$ cat config.mk
export PLATFORM = sky130hd
export DESIGN_NAME = sma_rr_scheduler_flat
export DESIGN_NICKNAME = d
export VERILOG_FILES = /design/src/rtl/sma_rr_scheduler_if.sv /design/src/rtl/sma_rr_scheduler.sv /design/src/flat_wrapper.sv
export SDC_FILE = /design/constraint.sdc
export NUM_CORES = 1
export LEC_CHECK = 0
export CORE_MARGIN = 3
export CORE_UTILIZATION = 65
export DETAILED_ROUTE_END_ITERATION = 8
export PLACE_DENSITY = 0.95
export SLEW_MARGIN = 20
export SYNTH_ARGS = -nofsm -noshare
export SYNTH_HDL_FRONTEND = slang
export SYNTH_SLANG_ARGS = --single-unit
$ cat constraint.sdc
create_clock -name clk -period 9.4 [get_ports clk]
set_input_delay 2.35 -clock clk [delete_from_list [all_inputs] [get_ports clk]]
set_output_delay 2.35 -clock clk [all_outputs]
set_load 0.05 [all_outputs]
$ cat src/rtl/sma_rr_scheduler_if.sv
// Bundle between N_CH sample sources, the shared SMA scheduler and the averaged-sample sink.
// Handshake: a sample moves when in_valid[i]&in_ready[i] at a rising clk edge, and a result moves when out_valid&out_ready; valid never waits on ready.
interface sma_rr_scheduler_if #(
  parameter int N_CH   = 4,
  parameter int DATA_W = 16
) ();
  localparam int CH_W = (N_CH > 1) ? $clog2(N_CH) : 1;

  logic [N_CH-1:0]        in_valid;
  logic [N_CH*DATA_W-1:0] in_data;
  logic [N_CH-1:0]        in_ready;
  logic                   flush;
  logic                   out_valid;
  logic [DATA_W-1:0]      out_data;
  logic [CH_W-1:0]        out_ch;
  logic                   out_ready;

  modport master (
    output in_valid, in_data, flush, out_ready,
    input  in_ready, out_valid, out_data, out_ch
  );

  modport slave (
    input  in_valid, in_data, flush, out_ready,
    output in_ready, out_valid, out_data, out_ch
  );
endinterface

$ cat src/rtl/sma_rr_scheduler.sv
// One moving-average engine time-shared round-robin across N_CH streams,
// with per-channel history and accumulator so each channel behaves like a dedicated SMA.
module sma_rr_scheduler #(
  parameter int N_CH   = 4,
  parameter int DATA_W = 16,
  parameter int WIN    = 4
) (
  input  logic                 clk,
  input  logic                 rst,
  sma_rr_scheduler_if.slave    bus,
  output logic [1:0]           state_dbg
);
  localparam int LOG2_WIN = $clog2(WIN);
  localparam int ACC_W    = DATA_W + LOG2_WIN;
  localparam int CH_W     = (N_CH > 1) ? $clog2(N_CH) : 1;

  localparam logic [1:0] IDLE    = 2'd0;
  localparam logic [1:0] COMPUTE = 2'd1;
  localparam logic [1:0] HOLD    = 2'd2;

  localparam logic signed [ACC_W-1:0] WIN_M1 = ACC_W'(WIN - 1);

  logic [1:0]               state;
  logic [CH_W-1:0]          rr_ptr;
  logic                     flush_pend;
  logic signed [DATA_W-1:0] x_reg;
  logic [CH_W-1:0]          ch_reg;
  logic signed [DATA_W-1:0] hist [N_CH][WIN];
  logic signed [ACC_W-1:0]  acc  [N_CH];

  logic                     grant_found;
  logic [CH_W-1:0]          grant_idx;
  logic signed [DATA_W-1:0] grant_data;
  logic signed [ACC_W-1:0]  acc_n;
  logic signed [ACC_W-1:0]  acc_adj;
  logic signed [ACC_W-1:0]  quo;
  logic                     unused_quo_bits;

  assign state_dbg = state;

  // Descending scan so the channel closest to rr_ptr is the last (winning) assignment.
  always_comb begin
    int idx_i;
    grant_found = 1'b0;
    grant_idx   = '0;
    grant_data  = '0;
    idx_i       = 0;
    if (rst && state == IDLE && !flush_pend && !bus.flush) begin
      for (int k = N_CH - 1; k >= 0; k--) begin
        idx_i = (int'(rr_ptr) + k) % N_CH;
        if (bus.in_valid[idx_i]) begin
          grant_found = 1'b1;
          grant_idx   = CH_W'(idx_i);
          grant_data  = bus.in_data[idx_i*DATA_W +: DATA_W];
        end
      end
    end
    bus.in_ready = grant_found ? (N_CH'(1) << grant_idx) : '0;
  end

  // Bias negative sums by WIN-1 so the arithmetic shift truncates toward zero.
  always_comb begin
    acc_n   = acc[ch_reg] - ACC_W'(hist[ch_reg][WIN-1]) + ACC_W'(x_reg);
    acc_adj = acc_n[ACC_W-1] ? (acc_n + WIN_M1) : acc_n;
    quo     = acc_adj >>> LOG2_WIN;
  end

  assign unused_quo_bits = ^quo[ACC_W-2:DATA_W-1];

  always_ff @(posedge clk or negedge rst) begin
    if (!rst) begin
      state         <= IDLE;
      rr_ptr        <= '0;
      flush_pend    <= 1'b0;
      x_reg         <= '0;
      ch_reg        <= '0;
      bus.out_valid <= 1'b0;
      bus.out_data  <= '0;
      bus.out_ch    <= '0;
      for (int i = 0; i < N_CH; i++) begin
        acc[i] <= '0;
        for (int k = 0; k < WIN; k++) hist[i][k] <= '0;
      end
    end else begin
      if (bus.flush) flush_pend <= 1'b1;
      case (state)
        IDLE: begin
          if (flush_pend || bus.flush) begin
            flush_pend <= 1'b0;
            for (int i = 0; i < N_CH; i++) begin
              acc[i] <= '0;
              for (int k = 0; k < WIN; k++) hist[i][k] <= '0;
            end
          end else if (grant_found) begin
            x_reg  <= grant_data;
            ch_reg <= grant_idx;
            state  <= COMPUTE;
          end
        end
        COMPUTE: begin
          acc[ch_reg]     <= acc_n;
          hist[ch_reg][0] <= x_reg;
          for (int k = 1; k < WIN; k++) hist[ch_reg][k] <= hist[ch_reg][k-1];
          bus.out_data  <= {quo[ACC_W-1], quo[DATA_W-2:0]};
          bus.out_ch    <= ch_reg;
          bus.out_valid <= 1'b1;
          state         <= HOLD;
        end
        HOLD: begin
          if (bus.out_ready) begin
            bus.out_valid <= 1'b0;
            rr_ptr        <= (ch_reg == CH_W'(N_CH - 1)) ? '0 : ch_reg + 1'b1;
            state         <= IDLE;
          end
        end
        default: state <= IDLE;
      endcase
    end
  end
endmodule

$ cat src/flat_wrapper.sv
// flat-port wrapper written by rule: the top's interface ports become plain ports
module sma_rr_scheduler_flat 
#(
  parameter int N_CH   = 4,
  parameter int DATA_W = 16,
  parameter int WIN    = 4
)
  (clk, rst, state_dbg, bus_in_valid, bus_in_data, bus_flush, bus_out_ready, bus_in_ready, bus_out_valid, bus_out_data, bus_out_ch);
  sma_rr_scheduler_if #(.N_CH(N_CH), .DATA_W(DATA_W)) bus_i ();
  input  logic clk;
  input  logic rst;
  output logic [1:0] state_dbg;
  input wire logic [$bits(bus_i.in_valid)-1:0] bus_in_valid;
  input wire logic [$bits(bus_i.in_data)-1:0] bus_in_data;
  input wire logic [$bits(bus_i.flush)-1:0] bus_flush;
  input wire logic [$bits(bus_i.out_ready)-1:0] bus_out_ready;
  output wire logic [$bits(bus_i.in_ready)-1:0] bus_in_ready;
  output wire logic [$bits(bus_i.out_valid)-1:0] bus_out_valid;
  output wire logic [$bits(bus_i.out_data)-1:0] bus_out_data;
  output wire logic [$bits(bus_i.out_ch)-1:0] bus_out_ch;
  assign bus_i.in_valid = bus_in_valid;
  assign bus_i.in_data = bus_in_data;
  assign bus_i.flush = bus_flush;
  assign bus_i.out_ready = bus_out_ready;
  assign bus_in_ready = bus_i.in_ready;
  assign bus_out_valid = bus_i.out_valid;
  assign bus_out_data = bus_i.out_data;
  assign bus_out_ch = bus_i.out_ch;
  sma_rr_scheduler #(.N_CH(N_CH), .DATA_W(DATA_W), .WIN(WIN)) u_core (.clk(clk), .rst(rst), .bus(bus_i), .state_dbg(state_dbg));
endmodule
# Yosys cells after proc, flatten, opt, wreduce, memory -nomap -nowiden
# Index checks and enable logic that the tools add are counted.
dict set report classes {
  addsub 7
  order_cmp 6
  n_eq_ne 7
  shifts 5
  muxes 63
  n_bitwise 5
  n_reduce_logical 18
}
# op n
set op_table {}
lappend op_table {{bitwise mux 256 bit} 4}
lappend op_table {{demux 64 bit (select 2 bit)} 4}
lappend op_table {{one-hot mux 256 bit (2 select lines)} 1}
lappend op_table {{2-to-1 mux 256 bit} 1}
lappend op_table {{variable part select 64 x 7 -> 16 bit} 4}
lappend op_table {{2-to-1 mux 64 bit} 3}
lappend op_table {{one-hot mux 72 bit (2 select lines)} 1}
lappend op_table {{binary-select mux 64 bit (select 2 bit)} 1}
lappend op_table {{2-to-1 mux 16 bit} 6}
lappend op_table {{bitwise mux 72 bit} 1}
lappend op_table {{2-to-1 mux 18 bit} 4}
lappend op_table {{2-to-1 mux 72 bit} 1}
lappend op_table {{2-to-1 mux 48 bit} 1}
lappend op_table {{binary-select mux 18 bit (select 2 bit)} 1}
lappend op_table {{demux 18 bit (select 2 bit)} 1}
lappend op_table {{2-to-1 mux 32 bit} 1}
lappend op_table {{adder 18 x 16 -> 18 bit} 1}
lappend op_table {{adder 18 x 3 -> 18 bit, second input constant} 1}
lappend op_table {{2-to-1 mux 2 bit} 9}
lappend op_table {{subtractor 18 x 16 -> 18 bit} 1}
lappend op_table {{2-to-1 mux 1 bit} 16}
lappend op_table {{less-than comparator 3 x 4 -> 1 bit, second input constant} 3}
lappend op_table {{binary-select mux 1 bit (select 2 bit)} 4}
lappend op_table {{inequality test 2 bit, second input constant} 3}
lappend op_table {{23 further kinds} 38}
dict set report totals {
  register_bits 370
  in_bits 72
  out_inout_bits 25
  elab_cells 139
}

# Depth between registers and ports, before layout
# Gate-level depths: netlist of run 1.
dict set report logic_depth {
  word_depth 14
  depth_mapped 18
  mapped_depth_nobuf 14
}

# Least setup slack after synthesis of run 1
# Ideal clock, no wire load.
dict set report synth_timing {
  kind {input -> output}
  startpoint {input bus_in_valid[0]}
  endpoint {output bus_in_ready[0]}
  arrival_time_ns 4.606
  setup_slack_ns 2.444
  stages 8
  n_path_buf 1
  path_cell_list {mux2i_1 nor2_1 a21oi_1 clkbuf_1 nor2_1 o21ai_0 nand2_1 nor3_1}
}
dict set report synth_between {
  elab_chain_len 10
  word_cells_on_any_way 23
}
# element line_no
set synth_lines {}
lappend synth_lines {{from (decl)} flat_wrapper.sv:13} ;# input wire logic [$bits(bus_i.in_valid)-1:0] bus_in_valid;
lappend synth_lines {{binary-select mux 1 bit (select 2 bit)} sma_rr_scheduler.sv:51} ;# if (bus.in_valid[idx_i]) begin
lappend synth_lines {{2-to-1 mux 1 bit (not written as such) (2 in a row)} sma_rr_scheduler.sv:51}
lappend synth_lines {{2-to-1 mux 2 bit (4 in a row)} sma_rr_scheduler.sv:51}
lappend synth_lines {{2-to-1 mux 2 bit} sma_rr_scheduler.sv:48} ;# if (rst && state == IDLE && !flush_pend && !bus.flush) begin
lappend synth_lines {{<< shifter 1 x 2 -> 4 bit} sma_rr_scheduler.sv:58} ;# bus.in_ready = grant_found ? (N_CH'(1) << grant_idx) : '0;
lappend synth_lines {{2-to-1 mux 4 bit *} sma_rr_scheduler.sv:58}
lappend synth_lines {{to (decl)} flat_wrapper.sv:17} ;# output wire logic [$bits(bus_i.in_ready)-1:0] bus_in_ready;
# Every way passes the cells marked *; elsewhere a longest branch is shown, timed or not. The select of a mux whose other input is x is not followed.

# Final worst setup path of run 1
dict set report layout_timing {
  startpoint {input bus_in_valid[2]}
  endpoint {output bus_in_ready[3]}
}
# Same word-level chain as after synthesis.

==> key figures, run 1 <==
Floorplanning
  – Row count: 61
  – CORE AREA: 28200 µm²
  – Ports: 97
  – Die Span Y: 177 µm
  – Die Footprint: 31300 µm²
  – Die width: 177 µm
  – Initial Util: 67.2%

Logic synthesis
  – Post-Syn Instances: 1704
  – Synthesized Nets: 1815
  – Synth Warn #: 0
  – Asr flop ratio synth: 100%
  – Main flop type after synthesis: dfrtp_1
  – Post-synthesis sequential area ratio: 48.8%
  – Synth Register Bits: 370
  – Mean post-synth cell area: 11.1 µm²
  – EDFF count, synth: 0
  – Synthesized area: 19000 µm²
  – Distinct cell type count after synthesis: 61

Worst setup path
  – Critical path startpoint: bus_in_valid[2]
  – Top Family by Delay on Critical Path: simple AND/OR/NAND/NOR gates
  – R2R depth: 13
  – Critical R2R Launch: u_core.ch_reg[1]
  – CP peak stage delay: 0.82 ns
  – Worst Setup End Kind: output port
  – Startpoint Class: input port
  – WP depth: 9
  – CP cell instances: clkdlybuf4s50_1 > mux2i_1 > nor2b_1 > or2_2 > o21ai_0 > nand2_1 > nand4_1 > nor2_1 > clkdlybuf4s50_1
  – Crit-path slowest cell: clkdlybuf4s50_1
  – CP Buf/Inv Count: 2
  – CP Data Required Time: 7.05 ns
  – Critical path class: in -> out
  – Worst Path Max Fanout: 26
  – Worst R2R Setup Slack: 3.61 ns
  – Crit path capture: bus_in_ready[3]
  – CP most frequent cell: clkdlybuf4s50_1
  – Worst Path Arrival: 5.72 ns
  – R2r endpoint: u_core.bus.out_data[13]

Cells and area
  – P&R area growth vs syn: 12.5%
  – Register area: 9270 µm²
  – Non-Filler Instances: 2135
  – Regs by FF count: u_core.hist x256, u_core.acc x72
  – Fin nets: 1841
  – Leading cell type in the layout, fill and taps excluded: dfrtp_1
  – Filler instances: 1610
  – Largest Register: u_core.hist
  – Finished Cell Area: 21300 µm²
  – Ant diodes: 0
  – Max reg flops: 256
  – Share of cells above drive strength 1: 12.2%
  – Multi-input gate area: 8950 µm²
  – Most frequent cells in the layout: dfrtp_1, a22o_1, nand2_1

Routing
  – Final ANT Viol Nets: 0
  – Total wire length: 54.8 mm
  – DR vias: 15.7k
  – Drt pass-1 iters: 7
  – Via density: 7.35
  – DR WL/cell: 25.7 µm
  – Drt first-iter violations: 2343
  – DRC Markers: 0

Place
  – Port-buffer cells: 96
  – Cells after DPL: 2069
  – Placer Congestion: 0.932
  – Setup WS pre-CTS: 1.41 ns
  – Dpl hpwl: 31.0 mm
  – Placed Area: 20100 µm²

STA
  – # setup viols final: 0
  – Setup TNS Final: 0 ns
  – Max_slew headroom: 18.6%
  – Final worst slack: 1.33 ns
  – RSZ-0062 raised after global routing: no
  – Final hold violations: 0
  – Clock skew: 0.0179 ns
  – Worst Tran Pin Value: 1.22 ns
  – Period utilization: 85.9%
  – FMAX: 124 MHz
  – Final min period: 8.07 ns
  – Final Slew Violations: 0

Clocking
  – CTS sink cnt: 370
  – Clk slew on worst S/H paths: 0.06 ns
  – TritonCTS clock tree: yes
  – CTS max path bufs: 3
  – CTS Hold Bufs: 0
  – H-tree Lvls: 2
  – Clk_lat worst skew: 0.54 ns
  – Clock tree root buffer cell: clkbuf_16
  – Cts bufs inserted: 37
  – # Post-CTS Setup Buffers: 0
  – Quantity of gates resized following cts: 0

Pwr
  – Seq pwr share: 25.9%
  – Combinational share of power: 55.0%
  – Internal power: 4.04 mW
  – Lkg Pwr: 9.61 nW
  – Part of the power in the clock network: 19.1%
  – P per Cell Area: 362 nW/µm²
  – Sw Ratio: 47.6%
  – Switching power: 3.68 mW
  – VDD IR max: 0.410 mV

Job
  – Maximum Capacitance Violations: 0

Global route
  – First-pass GRT wire length: 87.2 mm
  – Largest net degree at the start of global routing: 183
  – Total GRT Usage: 35.5%
  – Vias in the first global route: 16.0k
  – GRT overflow: 0
  – Antenna violations before repair: 0

Hold path
  – Worst Hold Class: reg -> reg
  – Hold path start: u_core.hist[176]

Status
  – Status: complete, no violations
[cells by family (layout without fill, tap and decap cells)]
family | count (synthesis) | after routing | share of synthesized area, %
AO/OA/AOI/OAI | 526 | 526 | 19.5
flip-flops | 370 | 370 | 48.8
AND/OR/NAND/NOR | 354 | 354 | 8.06
buffers and inverters | 215 | 268 | 4.34
multiplexers | 177 | 177 | 15.0
adder cells (fa/ha/maj) | 39 | 39 | 3.24
XOR/XNOR | 23 | 23 | 1.14
[synth_stat cells (15+ instances only)]
| cell type | n | area [µm²] |
|---|---|---|
| dfrtp_1 | 370 | 9260 |
| buf_1 | 16 | 60.1 |
| ha_1 | 22 | 275 |
| o21ai_0 | 148 | 741 |
| mux2_2 | 33 | 372 |
| nor3_1 | 18 | 90.1 |
| mux4_2 | 82 | 1850 |
| inv_1 | 84 | 315 |
| fa_1 | 17 | 340 |
| xnor2_1 | 15 | 131 |
| a22o_1 | 221 | 1940 |
| mux2i_1 | 62 | 621 |
| a21oi_1 | 59 | 295 |
| nor2_1 | 74 | 278 |
| nand2_1 | 201 | 754 |
| clkbuf_1 | 105 | 394 |
[routing by layer]
| layer | routed length [µm] | part of all wire (%) | GRT usage (%) |
|---|---|---|---|
| met2 | 25900 | 47 | 55.8 |
| met3 | 6980 | 13 | 8.56 |
| met1 | 19300 | 35 | 46.9 |
| met4 | 2750 | 5.0 | 17.4 |
| met5 | 0 | 0 | 0 |
[worst register-to-register path: stages (launching register included)]
cell      delay, ns
dfrtp_4        1.01
buf_4          0.60
mux4_2         0.46
fa_1           0.50
inv_1          0.05
ha_1           0.35
a21oi_1        0.22
and2_1         0.19
nand2_1        0.08
a311oi_1       0.86
nand2_1        0.29
nor4_1         0.44
or4b_1         0.50
a31oi_1        0.18
[worst min-delay path by stage]
stage                             end  slack (ns)  cells after the start
2_1_floorplan          u_core.acc[19]        0.44                      2
3_3_place_gp         u_core.hist[254]        0.46                      2
3_5_place_dp         u_core.hist[176]        0.47                      2
4_1_cts              u_core.hist[176]        0.48                      2
5_1_grt        u_core.bus.out_data[0]        0.51                      2
6_report             u_core.hist[176]        0.49                      2
[power groups by stage]
stage	clock [mW]	combinational, mW	sequential [mW]
after floorplan	0	2.87	2.03
after global placement	0	3.88	1.99
after detailed placement	0	4.02	2.01
after CTS	1.47	4.09	1.99
after global routing	1.54	4.54	2.01
final	1.48	4.24	2.00
[layout make-up]
cell class	instances	share of cell area, %
well taps	378	2.22
clock buffers	57	5.12
flip-flops and latches	370	43.4
multi-input cells	1119	41.9
clock inverters	9	0.463
repair buffers	116	5.35
inverters	86	1.51
[metrics by stage]
stage	utilization [%]	total power [mW]	hold WS [ns]
after global placement	71.3	5.87	0.456
after detailed placement	71.3	6.03	0.470
after global routing	75.6	8.09	0.506
after CTS	75.5	7.55	0.482
after floorplan	-	4.90	0.445
final	75.6	7.72	0.490
Power figures use the tool's default switching activity.
==> inputs of run 2 (changes only) <==
--- a/config.mk
+++ b/config.mk
@@ -6,9 +6,10 @@
 export NUM_CORES = 1
 export LEC_CHECK = 0
 export CORE_MARGIN = 3
-export CORE_UTILIZATION = 65
+export CORE_UTILIZATION = 61
+export CTS_CLUSTER_SIZE = 25
 export DETAILED_ROUTE_END_ITERATION = 8
-export PLACE_DENSITY = 0.95
+export PLACE_DENSITY = 0.92
 export SLEW_MARGIN = 20
 export SYNTH_ARGS = -nofsm -noshare
 export SYNTH_HDL_FRONTEND = slang
==> constraint.sdc (replaced) <==
create_clock -name clk -period 8.64 [get_ports clk]
set_input_delay 2.16 -clock clk [delete_from_list [all_inputs] [get_ports clk]]
set_output_delay 2.16 -clock clk [all_outputs]
set_load 0.05 [all_outputs]
==> key figures, run 2 (synthesis gave the netlist of run 1 again) <==
STA
  – Setup TNS Final: 0 ns (unchanged)
  – # setup viols final: 0 (unchanged)
  – Final Slew Violations: 0 (unchanged)
  – Final hold violations: 0 (unchanged)
  – Period utilization: 86.8%
  – Max_slew headroom: 21.7% (+3.1 points)
  – Worst Tran Pin Value: 1.17 ns (-0.0465 ns)
  – Final min period: 7.50 ns
  – RSZ-0062 raised after global routing: no
  – FMAX: 133 MHz
  – Clock skew: 0.0450 ns (+0.0271 ns)

Cells and area
  – Max reg flops: 256 (unchanged)
  – Leading cell type in the layout, fill and taps excluded: dfrtp_1
  – Largest Register: u_core.hist
  – Ant diodes: 0 (unchanged)
  – Final core occ: 71.3% (-4.3 points)
  – Share of cells above drive strength 1: 12.7% (+0.49 points)
  – P&R area growth vs syn: 13.1%
  – Fin nets: 1841 (unchanged)
  – Most frequent cells in the layout: dfrtp_1, a22o_1, nand2_1
  – Regs by FF count: u_core.hist x256, u_core.acc x72

Global route
  – Global-route track usage on met2: 51.3% (-4.5 points)
  – Antenna violations before repair: 0 (unchanged)
  – Total GRT Usage: 32.5% (-2.9 points)
  – Gr busiest metal: met2
  – Grt met1 use: 43.2% (-3.7 points)
  – Met3 usage: 8.05% (-0.51 points)
  – Vias in the first global route: 15.9k (-0.17%)
  – GRT overflow: 0 (unchanged)
  – Largest net degree at the start of global routing: 206 (+13%)
  – First-pass GRT wire length: 86.6 mm (-0.60%)

Place
  – Port-buffer cells: 96 (unchanged)
  – Placer Congestion: 0.909 (-2.5%)
  – Dpl hpwl: 31.2 mm (+0.75%)

Hold path
  – Worst Hold Class: reg -> reg
  – Hold Path Sink: u_core.bus.out_data[11]
  – Hold path start: u_core.bus.out_data[11]
  – Worst Hold Path Cells: 2 (unchanged)

Status
  – Status: complete, no violations

Worst setup path
  – Critical R2R Launch: u_core.ch_reg[0]
  – CP Data Required Time: 6.48 ns (-0.57 ns)
  – Worst Path Max Fanout: 26 (unchanged)
  – Worst Setup End Kind: output port
  – Worst Path Arrival: 5.34 ns (-0.38 ns)
  – R2r endpoint: u_core.bus.out_data[13]
  – R2R depth: 13 (unchanged)
  – Critical path class: in -> out
  – Worst R2R Setup Slack: 2.87 ns (-0.74 ns)
  – Startpoint Class: input port

Clocking
  – Clk slew on worst S/H paths: 0.06 ns (about the same)
  – TritonCTS clock tree: yes
  – CTS sink cnt: 370 (unchanged)
  – Clock tree root buffer cell: clkbuf_16
  – CTS Hold Bufs: 0 (unchanged)
  – # Post-CTS Setup Buffers: 0 (unchanged)
  – Cts bufs inserted: 38 (+2.7%)
  – H-tree Lvls: 2 (unchanged)
  – CTS max path bufs: 3 (unchanged)
  – Quantity of gates resized following cts: 0 (unchanged)
  – Clk_lat worst skew: 0.57 ns (+0.03 ns)

Pwr
  – Total power: 8.42 mW (+9.0%)
  – Lkg Pwr: 9.67 nW (+0.60%)
  – P per Cell Area: 392 nW/µm² (+8.4%)
  – VDD IR max: 0.358 mV (-13%)

Job
  – Maximum Capacitance Violations: 0 (unchanged)

Routing
  – Via density: 7.17 (-2.5%)
  – DR WL/cell: 25.3 µm (-1.6%)
  – Drt first-iter violations: 2308 (-1.5%)
  – Drt pass-1 iters: 9 (+2)
  – Final ANT Viol Nets: 0 (unchanged)
  – DR vias: 15.4k (-1.8%)
  – Total wire length: 54.3 mm (-0.91%)
  – DRC Markers: 0 (unchanged)

Floorplanning
  – Ports: 97 (unchanged)
  – CORE AREA: 30100 µm² (+6.6%)
  – Row count: 63 (+3.3%)
  – Die Span Y: 182 µm (+3.1%)
  – Die Footprint: 33300 µm² (+6.3%)
  – Die width: 182 µm (+3.1%)
  – Initial Util: 63.0% (-4.2 points)
-- run 2: cell types whose count changed in the layout (fill, tap and decap cells not counted), moves of 2 or more --
| cell | delta |
|---|---|
| clkbuf_1 | -5 |
| inv_6 | +3 |
| and2_4 | +3 |
| clkbuf_8 | +3 |
| and2_2 | -3 |
| clkinv_2 | +2 |
-- run 2: where the power goes --
group	internal, mW	switching, mW
clock	0.985	0.724
combinational	1.54	2.90
sequential	1.95	0.325
-- run 2: per-stage QoR --
step	std cells	cell area (µm²)	hold slack (ns)	setup WS, ns
2_1_floorplan	1704	19000	0.445	2.06
3_3_place_gp	2079	20100	0.456	1.29
3_5_place_dp	2079	20100	0.465	1.18
4_1_cts	2149	21400	0.479	1.15
5_1_grt	2150	21500	0.500	0.854
6_report	2150	21500	0.475	1.14
-- run 2: cell type report --
class	instances	area (µm²)
Clock buffer	56	1140
Clock inverter	14	149
Fill cell	1880	8650
Inverter	86	323
Multi-Input combinational cell	1119	8950
Sequential cell	370	9270
Tap cell	390	488
Timing Repair Buffer	115	1140
-- run 2: worst max path at each step --
stage	from	to	cells after the start
2_1_floorplan	bus_in_valid[0]	bus_in_ready[0]	8
3_3_place_gp	bus_in_valid[2]	bus_in_ready[3]	9
3_5_place_dp	bus_in_valid[2]	bus_in_ready[1]	9
4_1_cts	bus_in_valid[2]	bus_in_ready[1]	9
5_1_grt	bus_in_valid[2]	bus_in_ready[1]	9
6_report	bus_in_valid[2]	bus_in_ready[1]	9
-- run 2: metal layers --
metal	vias up	wire length (µm)
li1	6320	-
met1	7612	20200
met2	1234	25500
met3	249	6180
met4	0	2460
met5	-	0
-- run 2: worst max-delay path, stage by stage --
cell and delay [ns]:
clkdlybuf4s50_1 0.59, mux2i_1 0.13, nor2b_1 0.46, or2_2 0.53, o21ai_0 0.16, nand2_1 0.15, nand4_1 0.16, nor2_1 0.17
clkdlybuf4s50_1 0.82
